<file path="src/rtl/uart_port_controller.sv">
// Byte-wide UART handshake sequencer for the memory stage: drives the
// rdn/wrn strobes and the shared bus low byte, and synchronizes the UART
// status flags for status-register reads.
module uart_port_controller #(
    parameter int unsigned WR_PULSE_CYCLES = 2,
    parameter int unsigned RD_PULSE_CYCLES = 2
) (
    input  logic       CLK,
    input  logic       RST,
    input  logic       rd_req,
    input  logic       wr_req,
    input  logic [7:0] wr_data,
    output logic [7:0] rd_data,
    output logic       busy,
    output logic       done,
    output logic       tx_ready,
    output logic       rx_ready,
    input  logic       data_ready,
    input  logic       tbre,
    input  logic       tsre,
    output logic       rdn,
    output logic       wrn,
    output logic       bus_oe,
    output logic [7:0] bus_out,
    input  logic [7:0] bus_in
);

    localparam int unsigned CNT_W         = 4;
    localparam int unsigned SETTLE_CYCLES = 2;

    localparam logic [3:0] S_IDLE      = 4'd0;
    localparam logic [3:0] S_WR_SETUP  = 4'd1;
    localparam logic [3:0] S_WR_PULSE  = 4'd2;
    localparam logic [3:0] S_WR_HOLD   = 4'd3;
    localparam logic [3:0] S_WR_SETTLE = 4'd4;
    localparam logic [3:0] S_WR_WAIT   = 4'd5;
    localparam logic [3:0] S_RD_WAIT   = 4'd6;
    localparam logic [3:0] S_RD_PULSE  = 4'd7;
    localparam logic [3:0] S_DONE      = 4'd8;

    logic [3:0]       r_state;
    logic [3:0]       w_state_nxt;
    logic [CNT_W-1:0] r_cnt;
    logic [CNT_W-1:0] w_cnt_nxt;
    logic [7:0]       r_bus_out;
    logic [7:0]       w_bus_out_nxt;
    logic [7:0]       r_rd_data;
    logic [7:0]       w_rd_data_nxt;
    logic             r_rdn;
    logic             r_wrn;
    logic             r_bus_oe;
    logic             r_busy;
    logic             r_done;

    logic             r_dr_m;
    logic             r_tbre_m;
    logic             r_tsre_m;
    logic             r_dr_s;
    logic             r_tbre_s;
    logic             r_tsre_s;
    logic             w_tx_ready;

    assign w_tx_ready = r_tbre_s & r_tsre_s;

    // Two-flop synchronizers for the asynchronous UART status flags
    always_ff @(posedge CLK or negedge RST) begin
        if (!RST) begin
            r_dr_m   <= 1'b0;
            r_tbre_m <= 1'b0;
            r_tsre_m <= 1'b0;
            r_dr_s   <= 1'b0;
            r_tbre_s <= 1'b0;
            r_tsre_s <= 1'b0;
        end else begin
            r_dr_m   <= data_ready;
            r_tbre_m <= tbre;
            r_tsre_m <= tsre;
            r_dr_s   <= r_dr_m;
            r_tbre_s <= r_tbre_m;
            r_tsre_s <= r_tsre_m;
        end
    end

    // State register; strobes and status are registered from the next state
    always_ff @(posedge CLK or negedge RST) begin
        if (!RST) begin
            r_state   <= S_IDLE;
            r_cnt     <= '0;
            r_bus_out <= 8'h00;
            r_rd_data <= 8'h00;
            r_rdn     <= 1'b1;
            r_wrn     <= 1'b1;
            r_bus_oe  <= 1'b0;
            r_busy    <= 1'b0;
            r_done    <= 1'b0;
        end else begin
            r_state   <= w_state_nxt;
            r_cnt     <= w_cnt_nxt;
            r_bus_out <= w_bus_out_nxt;
            r_rd_data <= w_rd_data_nxt;
            r_rdn     <= (w_state_nxt != S_RD_PULSE);
            r_wrn     <= (w_state_nxt != S_WR_PULSE);
            r_bus_oe  <= (w_state_nxt == S_WR_SETUP) || (w_state_nxt == S_WR_PULSE) ||
                         (w_state_nxt == S_WR_HOLD);
            r_busy    <= (w_state_nxt != S_IDLE);
            r_done    <= (w_state_nxt == S_DONE);
        end
    end

    // Next-state, counter and data-capture logic
    always_comb begin
        w_state_nxt   = r_state;
        w_cnt_nxt     = r_cnt;
        w_bus_out_nxt = r_bus_out;
        w_rd_data_nxt = r_rd_data;
        case (r_state)
            S_IDLE: begin
                if (rd_req) begin
                    w_state_nxt = S_RD_WAIT;
                end else if (wr_req) begin
                    w_state_nxt   = S_WR_SETUP;
                    w_bus_out_nxt = wr_data;
                end
            end
            S_WR_SETUP: begin
                w_state_nxt = S_WR_PULSE;
                w_cnt_nxt   = CNT_W'(WR_PULSE_CYCLES - 1);
            end
            S_WR_PULSE: begin
                if (r_cnt == '0) begin
                    w_state_nxt = S_WR_HOLD;
                end else begin
                    w_cnt_nxt = r_cnt - CNT_W'(1);
                end
            end
            S_WR_HOLD: begin
                w_state_nxt = S_WR_SETTLE;
                w_cnt_nxt   = CNT_W'(SETTLE_CYCLES - 1);
            end
            // By the last settle cycle the synchronized flags reflect pin
            // values from after the wrn rising edge, so they can be trusted.
            S_WR_SETTLE: begin
                if (r_cnt != '0) begin
                    w_cnt_nxt = r_cnt - CNT_W'(1);
                end else if (w_tx_ready) begin
                    w_state_nxt = S_DONE;
                end else begin
                    w_state_nxt = S_WR_WAIT;
                end
            end
            S_WR_WAIT: begin
                if (w_tx_ready) begin
                    w_state_nxt = S_DONE;
                end
            end
            S_RD_WAIT: begin
                if (r_dr_s) begin
                    w_state_nxt = S_RD_PULSE;
                    w_cnt_nxt   = CNT_W'(RD_PULSE_CYCLES - 1);
                end
            end
            S_RD_PULSE: begin
                if (r_cnt == '0) begin
                    w_state_nxt   = S_DONE;
                    w_rd_data_nxt = bus_in;
                end else begin
                    w_cnt_nxt = r_cnt - CNT_W'(1);
                end
            end
            S_DONE: begin
                w_state_nxt = S_IDLE;
            end
            default: begin
                w_state_nxt = S_IDLE;
            end
        endcase
    end

    assign rd_data  = r_rd_data;
    assign busy     = r_busy;
    assign done     = r_done;
    assign tx_ready = w_tx_ready;
    assign rx_ready = r_dr_s;
    assign rdn      = r_rdn;
    assign wrn      = r_wrn;
    assign bus_oe   = r_bus_oe;
    assign bus_out  = r_bus_out;

endmodule
</file>
<file path="config.mk">
export PLATFORM = sky130hd
export DESIGN_NAME = uart_port_controller
export DESIGN_NICKNAME = d
export VERILOG_FILES = /design/src/rtl/uart_port_controller.sv
export SDC_FILE = /design/constraint.sdc
export NUM_CORES = 1
export LEC_CHECK = 0
export BUFFER_PORTS_ARGS = -buffer_cell sky130_fd_sc_hd__buf_2
export CORE_MARGIN = 5
export CORE_UTILIZATION = 25
export DETAILED_ROUTE_END_ITERATION = 8
export GPL_ROUTABILITY_DRIVEN = 1
export GPL_TIMING_DRIVEN = 0
export PLACE_DENSITY_LB_ADDON = 0.2
export SYNTH_ARGS = -nofsm -noshare
export SYNTH_HDL_FRONTEND = slang
export SYNTH_SLANG_ARGS = --single-unit
</file>
<file path="constraint.sdc">
create_clock -name CLK -period 1.8 [get_ports CLK]
set_input_delay 0.36 -clock CLK [delete_from_list [all_inputs] [get_ports CLK]]
set_output_delay 0.36 -clock CLK [all_outputs]
set_load 0.1 [all_outputs]
</file>
# Word level (Yosys, flattened, before mapping)
# Index checks and enable logic that the tools add are counted.
[word_totals]
reg_bits = 35
out_inout_bits = 23
word_cells = 59
[classes]
addsub = 1
eq_ne = 16
mux = 13
bitwise_logic = 2
n_reduce_logical = 12
[op_table]
columns = ["operator", "count"]
rows = [
  ["4-bit two-way mux", 11],
  ["4-bit one-hot mux with 8 select lines", 1],
  ["4-bit by 2-bit == test with 1-bit output (second input constant)", 4],
  ["4-bit by 3-bit == test with 1-bit output (second input constant)", 4],
  ["4-bit one-hot mux with 4 select lines", 1],
  ["4-bit nonzero test", 3],
  ["4-bit by 1-bit == test with 1-bit output (second input constant)", 2],
  ["4-bit logical NOT", 2],
  ["2-bit inequality test (second input constant)", 3],
  ["4-bit == test (second input constant)", 1],
  ["4-bit by 2-bit inequality test with 1-bit output (second input constant)", 1],
  ["4-bit by 3-bit inequality test with 1-bit output (second input constant)", 1],
  ["4-bit AND reduction", 1],
  ["2-bit OR reduction", 2],
  ["4-bit by 1-bit subtractor with 4-bit output (second input constant)", 1],
  ["3-bit AND reduction", 1],
  ["1-bit logical OR", 2],
  ["2-bit AND reduction", 1],
  ["1-bit bitwise AND", 1],
  ["1-bit NOT", 1],
]

# Longest topological paths before layout
# Gate-level depths: netlist (run 1).
[logic_depth]
depth_word = 7
depth_mapped = 7

# Worst setup path after synthesis (run 1)
# No wires, ideal clock.
[synth_path]
path_type = "flip-flop to flip-flop"
from = "register r_dr_s, in the netlist rx_ready"
to = "register r_cnt[0]"
t_arrival_ps = 1770
slack_ps = -104
path_stages_with_launch = 6
n_path_buf = 0
period_less_slack_ps = 1904
path_cell_list = "dfrtp_1 > or3b_1 > a31oi_2 > nor3_2 > nor3_1 > a21oi_1"
[synth_via]
elab_chain_len = 2
[synth_rtl]
columns = ["element", "line", "text"]
rows = [
  ["from (decl)", "58", "logic r_dr_s;"],
  ["from (signal assigned)", "78", "r_dr_s <= r_dr_m;"],
  ["2-bit inequality test (no source line)", "-", ""],
  ["4-bit AND reduction (no source line)", "-", ""],
  ["to (signal assigned)", "98", "r_cnt <= w_cnt_nxt;"],
  ["to (decl)", "43", "logic [CNT_W-1:0] r_cnt;"],
]
# Every way passes these cells.
# A chain may end at the register's enable or synchronous reset.

# Worst setup path after layout (run 1)
[layout_path]
from = "register r_cnt[0]"
to = "register r_busy, in the netlist busy"
[layout_via]
elab_chain_len = 4
elab_cells_between_ends = 7
[layout_rtl]
columns = ["element", "line", "text"]
rows = [
  ["4-bit logical NOT / 4-bit nonzero test (equally long branches)", "130, 163, 143", ""],
  ["4-bit two-way mux, on equally long branches", "163, 130, 143", ""],
  ["4-bit one-hot mux with 8 select lines *", "116", "case (r_state)"],
  ["4-bit nonzero test *", "105", "r_busy <= (w_state_nxt != S_IDLE);"],
  ["to (signal assigned)", "105", ""],
  ["to (decl)", "52", "logic r_busy;"],
]
# Every way passes the cells marked *; elsewhere a longest branch is shown, timed or not.

==> results of run 1 <==
-- through the flow --
stage          worst slack (ns)  TNS (ns)  area (um^2)
3_3_place_gp           0.009070         0         1874
5_1_grt                0.003894         0         2012
2_1_floorplan            0.1123         0         1555
4_1_cts                 0.05912         0         1999
3_5_place_dp           -0.03763  -0.05588         1874
6_report                 0.1014         0         2012
-- cell type report --
type	instances	area, um^2	area share
Buffer	4	25.02	0.01244
Clock buffer	6	82.58	0.04104
Clock inverter	2	35.03	0.01741
Inverter	7	26.28	0.01306
Multi-Input combinational cell	77	636.9	0.3165
Sequential cell	35	879.6	0.4372
Tap cell	75	93.84	0.04664
Timing Repair Buffer	46	232.7	0.1157
-- layer usage --
metal / track usage / wire [um] / vias to the layer above
li1: - / - / 538
met1: 0.1013 / 1342 / 559
met2: 0.1599 / 1754 / 26
met3: 0.02514 / 136 / 6
met4: 0.04121 / 60 / 0
met5: 0 / 0 / -
-- path summary, 6_finish.rpt --
kind,startpoint,to,slack (ns)
max,r_cnt[0]$_DFFE_PN0P_,busy$_DFF_PN0_,0.10
min,RST,r_state[2]$_DFF_PN0_,0.15
min reg2reg,r_tbre_m$_DFF_PN0_,r_tbre_s$_DFF_PN0_,0.35
min in group CLK,tsre,r_tsre_m$_DFF_PN0_,0.18
max reg2reg,r_cnt[0]$_DFFE_PN0P_,busy$_DFF_PN0_,0.10
max in group asynchronous,RST,rx_ready$_DFF_PN0_,1.10
-- layout by cell type, fill, tap and decap left out, drive strengths merged, types with 2 or more instances in the layout --
cell type  Yosys  final
a211o          2      2
a21oi          7      7
buf            4     50
clkbuf         0      6
dfrtp         33     33
dfstp          2      2
inv            7      7
mux2          16     16
nand2          6      6
nand2b         4      4
nor2           9      9
nor3           5      5
nor3b          2      2
nor4b          2      2
o21ai          3      3
or4            2      2
xnor2          2      2
-- sequential cells by signal (all words and copies together) (netlist names), 4 cells and up --
register	flops
r_state	4
bus_out	8
rd_data	8
r_cnt	4
-- repair_timing --
action,in CTS,in global routing
pin swaps,0,1
endpoints found under the setup margin,2,11
resized for setup,0,2
gates cloned,0,0
setup buffers,1,0
-- critical path: cells and delay by family, from the launching register on --
family / cells / cell delay, ns
simple gates: 3 / 0.58
flops: 1 / 0.39
compound gates: 2 / 0.29
fa+ha+maj: 1 / 0.18
buf+inv: 1 / 0.14
-- cells by family (layout without fill, tap and decap cells) --
family,Yosys count,after routing,synth area share
compound gates,18,18,0.08374
xor+xnor,2,2,0.01127
fa+ha+maj,1,1,0.008050
buf+inv,11,65,0.03301
flops,35,35,0.5652
mux,17,17,0.1224
simple gates,39,39,0.1763
==> reports/qor.yml, run 1 <==
status: "finished clean"
postSynthCellCount: 123
postCtsHoldBufs: 0
ant_nets: 0
start_util: 0.2594
dr.first_iter.drc_count: 48
antenna_cells: 0
fp.dieW_um: 88.84
fin_cells: 252
fillers: 615
synth-edff-count: 0
synth_common_cells: "dfrtp_1 (33), mux2_2 (15), nor2_1 (7)"
dieArea_mm2: 0.007893
avgSynthCellArea_um2: 12.63
rsz0062_at_grt: "false"
synth_area_leader_cell: "dfrtp_1"
dp.cells: 243
firstDrtPassIters: 4
antenna_found_initial: 0
cts_tree: "yes"
max_freq_mhz: 588.7
grt_max_degree: 36
areaGrowthSynthToFinish_pct: 29.47
dieHeight_um: 88.84
drc: 0
syn_nets: 147
ys_seq_area_frac: 0.5652
via_count: 1129
ys_seq_elements: 35
ios: 46
finClkSkew_ns: 0.004440
hold_ws_ns: 0.1462
routabilityCongestion: 0.8186
finalNetCount: 200
finalHoldViolations: 0
endpoint_kind: "flip-flop"
yosys.cell_count.top_type: "dfrtp_1"
numCtsBuffers: 5
period_share: 0.9437
final-max-slew-violation-count: 0
core.rowCount: 28
wl_mm: 3.293
cts_buffer_depth: 2
grt_pass1_wl_mm: 5.499
htreeDepth: 2
min_path_type: "input port to asynchronous set/reset pin"
start_kind: "flip-flop"
slowest_stage: "dfrtp_1"
crit_path_max_fanout: 4
r2r_cells: 7
fin_crit_ns: 1.699
synthArstFlopShare: 1.000
worstSetupPathType: "flip-flop to flip-flop"
netlist_area_mm2: 0.001554
drive_gt1_frac: 0.5141
portBuffers: 45
wl_per_cell_um: 13.07
clk_latency_ns: 0.28
grt_pass1_vias: 1211
ys_warn_count: 0
setup_viol: 0
max-cap-violations: 0
worstPathArrival_ns: 1.86
dp.final_hpwl_mm: 2.447
clk_pin_slew_ns: 0.07
cp_cell_sequence: "inv_1 -> ha_4 -> nor3b_4 -> a211o_1 -> o311ai_1 -> nor2_2 -> nand3b_1"
clock-root-buffer: "clkbuf_8"
core_mm2: 0.005991
relSlewSlack: 0.4819
grt-ovfl-total: 0
fin_util: 0.3358
vias_per_cell: 4.480
synth_cell_types: 45
grt_usage: 0.09082
clock_sinks: 35
yosys-top-cells-area: "dfrtp_1 (53%), mux2_2 (11%), dfstp_2 (3.4%), a21oi_1 (1.9%), nor2_1 (1.7%)"
yosys_most_used_dff: "dfrtp_1"
worst_ep_required_time_ns: 1.96
cp_slowest_stage_delay_ns: 0.39
worstMarginPinSlew_ns: 0.7772
synth_top_cell_area_share: 0.5314
Power of run 1 is not shown: default switching activity piles up to over one toggle a cycle in this logic, so the estimate is an artifact.
==> inputs of run 2 (changes only) <==
--- a/config.mk
+++ b/config.mk
@@ -5,8 +5,8 @@
 export SDC_FILE = /design/constraint.sdc
 export NUM_CORES = 1
 export LEC_CHECK = 0
+export ABC_CLOCK_PERIOD_IN_PS = 1800
 export BUFFER_PORTS_ARGS = -buffer_cell sky130_fd_sc_hd__buf_2
-export CORE_MARGIN = 5
 export CORE_UTILIZATION = 25
 export DETAILED_ROUTE_END_ITERATION = 8
 export GPL_ROUTABILITY_DRIVEN = 1
==> run 2 against run 1 <==
Core utilization decreased by 0.12 points. Final cell count is 0.40% higher. Wire length decreased by 0.46%. Design area fell by 0.93%. Register-to-register slack better by 0.02 ns. Fmax rose by 1.4%. Setup slack improved by 0.024 ns. Flip-flop and latch count did not move. Clock skew about the same. Worst hold slack got worse by 0.0030 ns. Count of clock-buffer cells in the layout down 1. Non-clock buffer count increased by 1. Critical path type unchanged. Highest routed layer unchanged.
==> reports/qor.yml, run 2 (synthesis gave the netlist of run 1 again) <==
min_path_type: "input port to asynchronous set/reset pin"
final-max-slew-violation-count: 0
dr.first_iter.drc_count: 60
dieArea_mm2: 0.006535
drc: 0
areaGrowthSynthToFinish_pct: 28.26
worstSetupPathType: "flip-flop to flip-flop"
grt_pass1_wl_mm: 5.230
status: "finished clean"
start_kind: "flip-flop"
setup_viol: 0
antenna_cells: 0
clk_latency_ns: 0.29
most-common-layout-cells: "buf_2 (47), dfrtp_1 (32), mux2_2 (15)"
fillers: 621
relSlewSlack: 0.4840
grt_pass1_vias: 1124
portBuffers: 45
multiInputGateArea_um2: 639.4
start_util: 0.2609
mostFrequentLayoutCell: "buf_2"
core_mm2: 0.005956
worstPathArrival_ns: 1.87
cts_tree: "yes"
vias_per_cell: 4.502
antenna_found_initial: 0
grt_max_degree: 36
worstMarginPinSlew_ns: 0.7740
wl_mm: 3.278
numCtsBuffers: 5
grt-ovfl-total: 0
seqCellArea_um2: 879.6
firstDrtPassIters: 4
cp_cell_sequence: "inv_1 -> ha_4 -> nor3b_4 -> a211o_1 -> o311ai_1 -> nor2_2 -> nand4_1"
dp.final_hpwl_mm: 2.345
routabilityCongestion: 0.7891
worst_slack_ns: 0.1252
clock_sinks: 35
slowest_stage: "dfrtp_1"
clock-root-buffer: "clkbuf_8"
finalNetCount: 201
cts_buffer_depth: 2
htreeDepth: 2
via_count: 1139
fin_crit_ns: 1.675
core.rowCount: 28
max-cap-violations: 0
drive_gt1_frac: 0.5281
worst_ep_required_time_ns: 1.99
max_freq_mhz: 597.1
wl_per_cell_um: 12.96
period_share: 0.9305
ios: 46
finalHoldViolations: 0
cp_slowest_stage_delay_ns: 0.38
ant_nets: 0
dieHeight_um: 80.84
grt_usage: 0.1098
crit_path_max_fanout: 4
clk_pin_slew_ns: 0.07
finClkSkew_ns: 0.004711
endpoint_kind: "flip-flop"
fp.dieW_um: 80.84
pre_cts_slack_ns: -0.05755
-- run 2: layout make-up --
type | count | area share
sequential | 35 | 0.4413
buffer | 4 | 0.01255
inverter | 7 | 0.01318
clock inverter | 3 | 0.01004
tap | 75 | 0.04708
clock buffer | 5 | 0.03453
multi-input combinational | 77 | 0.3208
timing repair buffer | 47 | 0.1205
-- run 2: final timing paths --
check / start / end / depth (start not counted) / slack [ns]
worst max-delay path: r_cnt[1]$_DFFE_PN0P_ / wrn$_DFF_PN1_ / 7 / 0.13
worst min register to register: r_dr_m$_DFF_PN0_ / rx_ready$_DFF_PN0_ / 0 / 0.35
worst min-delay path: RST / r_cnt[1]$_DFFE_PN0P_ / 1 / 0.14
worst max register to register: r_cnt[1]$_DFFE_PN0P_ / wrn$_DFF_PN1_ / 7 / 0.13
min in group CLK: tsre / r_tsre_m$_DFF_PN0_ / 1 / 0.17
max in group asynchronous: RST / rx_ready$_DFF_PN0_ / 1 / 1.12
-- run 2: routing by layer --
layer,vias to the layer above,track usage,share of wire
met2,41,0.1714,0.47
li1,545,-,-
met1,547,0.1345,0.43
met4,0,0.05714,0.016
met5,-,0,0
met3,6,0.03596,0.078
-- run 2: per-stage QoR --
stage               area [um^2]  hold slack, ns  instances   TNS, ns  utilization
floorplan                  1555         0.06441        123         0            -
global placement           1874          0.3345        243   -0.1058       0.3147
detailed placement         1874          0.3387        243   -0.1313       0.3147
CTS                        1971          0.1574        252         0       0.3309
global route               1993          0.1478        253  -0.05599       0.3347
finish                     1993          0.1433        253         0       0.3347
-- run 2: timing repair --
action	CTS	global route
buffers inserted	1	1
hold endpoints to repair	0	0
hold buffers	0	0
gates resized for setup	0	4
setup endpoints to repair	4	21
pin swaps	0	3
-- run 2: critical path, delay by kind of cell (launching register included) --
family | cells | cell delay (ns)
buf+inv | 1 | 0.12
simple gates | 3 | 0.61
compound gates | 2 | 0.31
flops | 1 | 0.38
fa+ha+maj | 1 | 0.17
Power of run 2 is left out for the same reason.
==> inputs of run 3 (changes only) <==
--- a/config.mk
+++ b/config.mk
@@ -11,7 +11,6 @@
 export DETAILED_ROUTE_END_ITERATION = 8
 export GPL_ROUTABILITY_DRIVEN = 1
 export GPL_TIMING_DRIVEN = 0
-export PLACE_DENSITY_LB_ADDON = 0.2
 export SYNTH_ARGS = -nofsm -noshare
 export SYNTH_HDL_FRONTEND = slang
 export SYNTH_SLANG_ARGS = --single-unit
==> run 3 against run 2 <==
Via count shrank 4.7%. Count of clock-buffer cells in the layout up 1. Fmax rose by 1.1%. Core utilization up 0.48 points. Final cell count stayed put. Global-route usage is 0.77 points lower. Setup slack improved by 0.019 ns. Wire length is 7.4% lower. Critical path depth decreased by 2. Sequential share of layout area decreased by 0.63 points. Flip-flop and latch count unchanged.
==> reports/qor.yml, run 3 (synthesis gave the netlist of run 1 again) <==
status: "finished clean"
fillers: 611
worst_slack_ns: 0.1440
antenna_cells: 0
top_layer_used: "met4"
rsz0062_at_grt: "false"
grt_pass1_wl_mm: 5.037
grt_usage: 0.1021
dieHeight_um: 80.84
wl_mm: 3.034
mostFrequentLayoutCell: "buf_2"
finalNetCount: 201
setup_viol: 0
dieArea_mm2: 0.006535
worstSetupPathType: "flip-flop to flip-flop"
endpoint_kind: "flip-flop"
fin_cells: 253
max-cap-violations: 0
worst_ep_required_time_ns: 1.97
routabilityCongestion: 0.7848
grt-ovfl-total: 0
htreeDepth: 2
dp.cells: 243
finalHoldViolations: 0
postCtsHoldBufs: 0
ant_nets: 0
firstDrtPassIters: 4
min_path_type: "input port to asynchronous set/reset pin"
fin_crit_ns: 1.656
cts_buffer_depth: 2
crit_path_max_fanout: 8
max_freq_mhz: 603.9
finClkSkew_ns: 0.002299
fin_util: 0.3395
dp.final_hpwl_mm: 2.151
grt_max_degree: 36
worstMarginPinSlew_ns: 0.7592
antenna_found_initial: 0
wl_per_cell_um: 11.99
wl_met1_mm: 1.416
core.rowCount: 28
grt_pass1_vias: 1062
relSlewSlack: 0.4939
most-common-layout-cells: "buf_2 (47), dfrtp_1 (32), mux2_2 (15)"
met2_wirelength_mm: 1.407
period_share: 0.9200
clock_sinks: 35
dr.first_iter.drc_count: 64
numCtsBuffers: 5
fp.dieW_um: 80.84
core_mm2: 0.005956
portBuffers: 45
clk_latency_ns: 0.28
drc: 0
worstPathArrival_ns: 1.83
clk_pin_slew_ns: 0.07
clock-root-buffer: "clkbuf_8"
ios: 46
final-max-slew-violation-count: 0
drive_gt1_frac: 0.5225
hold_ws_ns: 0.1469
via_count: 1085
cts_tree: "yes"
start_util: 0.2609
vias_per_cell: 4.289
areaGrowthSynthToFinish_pct: 30.11
start_kind: "flip-flop"
route.met3.wl_um: 163
pre_cts_slack_ns: -0.03967
-- run 3: cell types whose count changed in the layout (fill, tap and decap cells not counted) --
cell / change
inv_2: -1
clkbuf_8: +1
bufinv_16: +1
inv_1: +1
clkinvlp_4: -2
-- run 3: layout make-up --
cell class	instances	area (um^2)	share of cell area
Multi-Input combinational cell	77	639.4	0.3162
Clock buffer	6	82.58	0.04084
Clock inverter	2	35.03	0.01733
Tap cell	75	93.84	0.04641
Timing Repair Buffer	47	240.2	0.1188
Inverter	7	26.28	0.01300
Sequential cell	35	879.6	0.4350
Buffer	4	25.02	0.01238
-- run 3: worst max-delay path, cell delays in order, from the launching register on --
cell and delay (ns):
dfrtp_1 0.39, inv_1 0.12, ha_4 0.17, nand2_4 0.07
nor3_4 0.41, mux2_2 0.39
-- run 3: what timing repair did --
item | 4_1_cts | 5_1_grt
pin swaps | 0 | 2
cloned | 0 | 0
endpoints found under the setup margin | 4 | 12
buffers inserted | 1 | 1
gates resized for setup | 0 | 3
-- run 3: layer usage --
metal | global-route usage | up-vias
met5 | 0 | -
met4 | 0.03750 | 0
met3 | 0.03820 | 6
met2 | 0.1622 | 27
met1 | 0.1259 | 515
li1 | - | 537
-- run 3: final timing paths --
kind	end	start	slack, ns	cells past startpoint
worst max-delay path	rd_data[7]$_DFFE_PN0P_	r_cnt[0]$_DFFE_PN0P_	0.14	5
worst min register to register	r_tbre_s$_DFF_PN0_	r_tbre_m$_DFF_PN0_	0.35	0
max in group asynchronous	rx_ready$_DFF_PN0_	RST	1.13	1
worst min-delay path	r_state[2]$_DFF_PN0_	RST	0.15	1
worst max register to register	rd_data[7]$_DFFE_PN0P_	r_cnt[0]$_DFFE_PN0P_	0.14	5
min in group CLK	r_tsre_m$_DFF_PN0_	tsre	0.18	1
-- run 3: per-stage QoR --
stage | instance area, um^2 | setup TNS, ns
after floorplan | 1555 | 0
after global placement | 1874 | -0.05482
after detailed placement | 1874 | -0.07061
after CTS | 1999 | 0
after global routing | 2022 | 0
final | 2022 | 0
Power of run 3 is left out for the same reason.
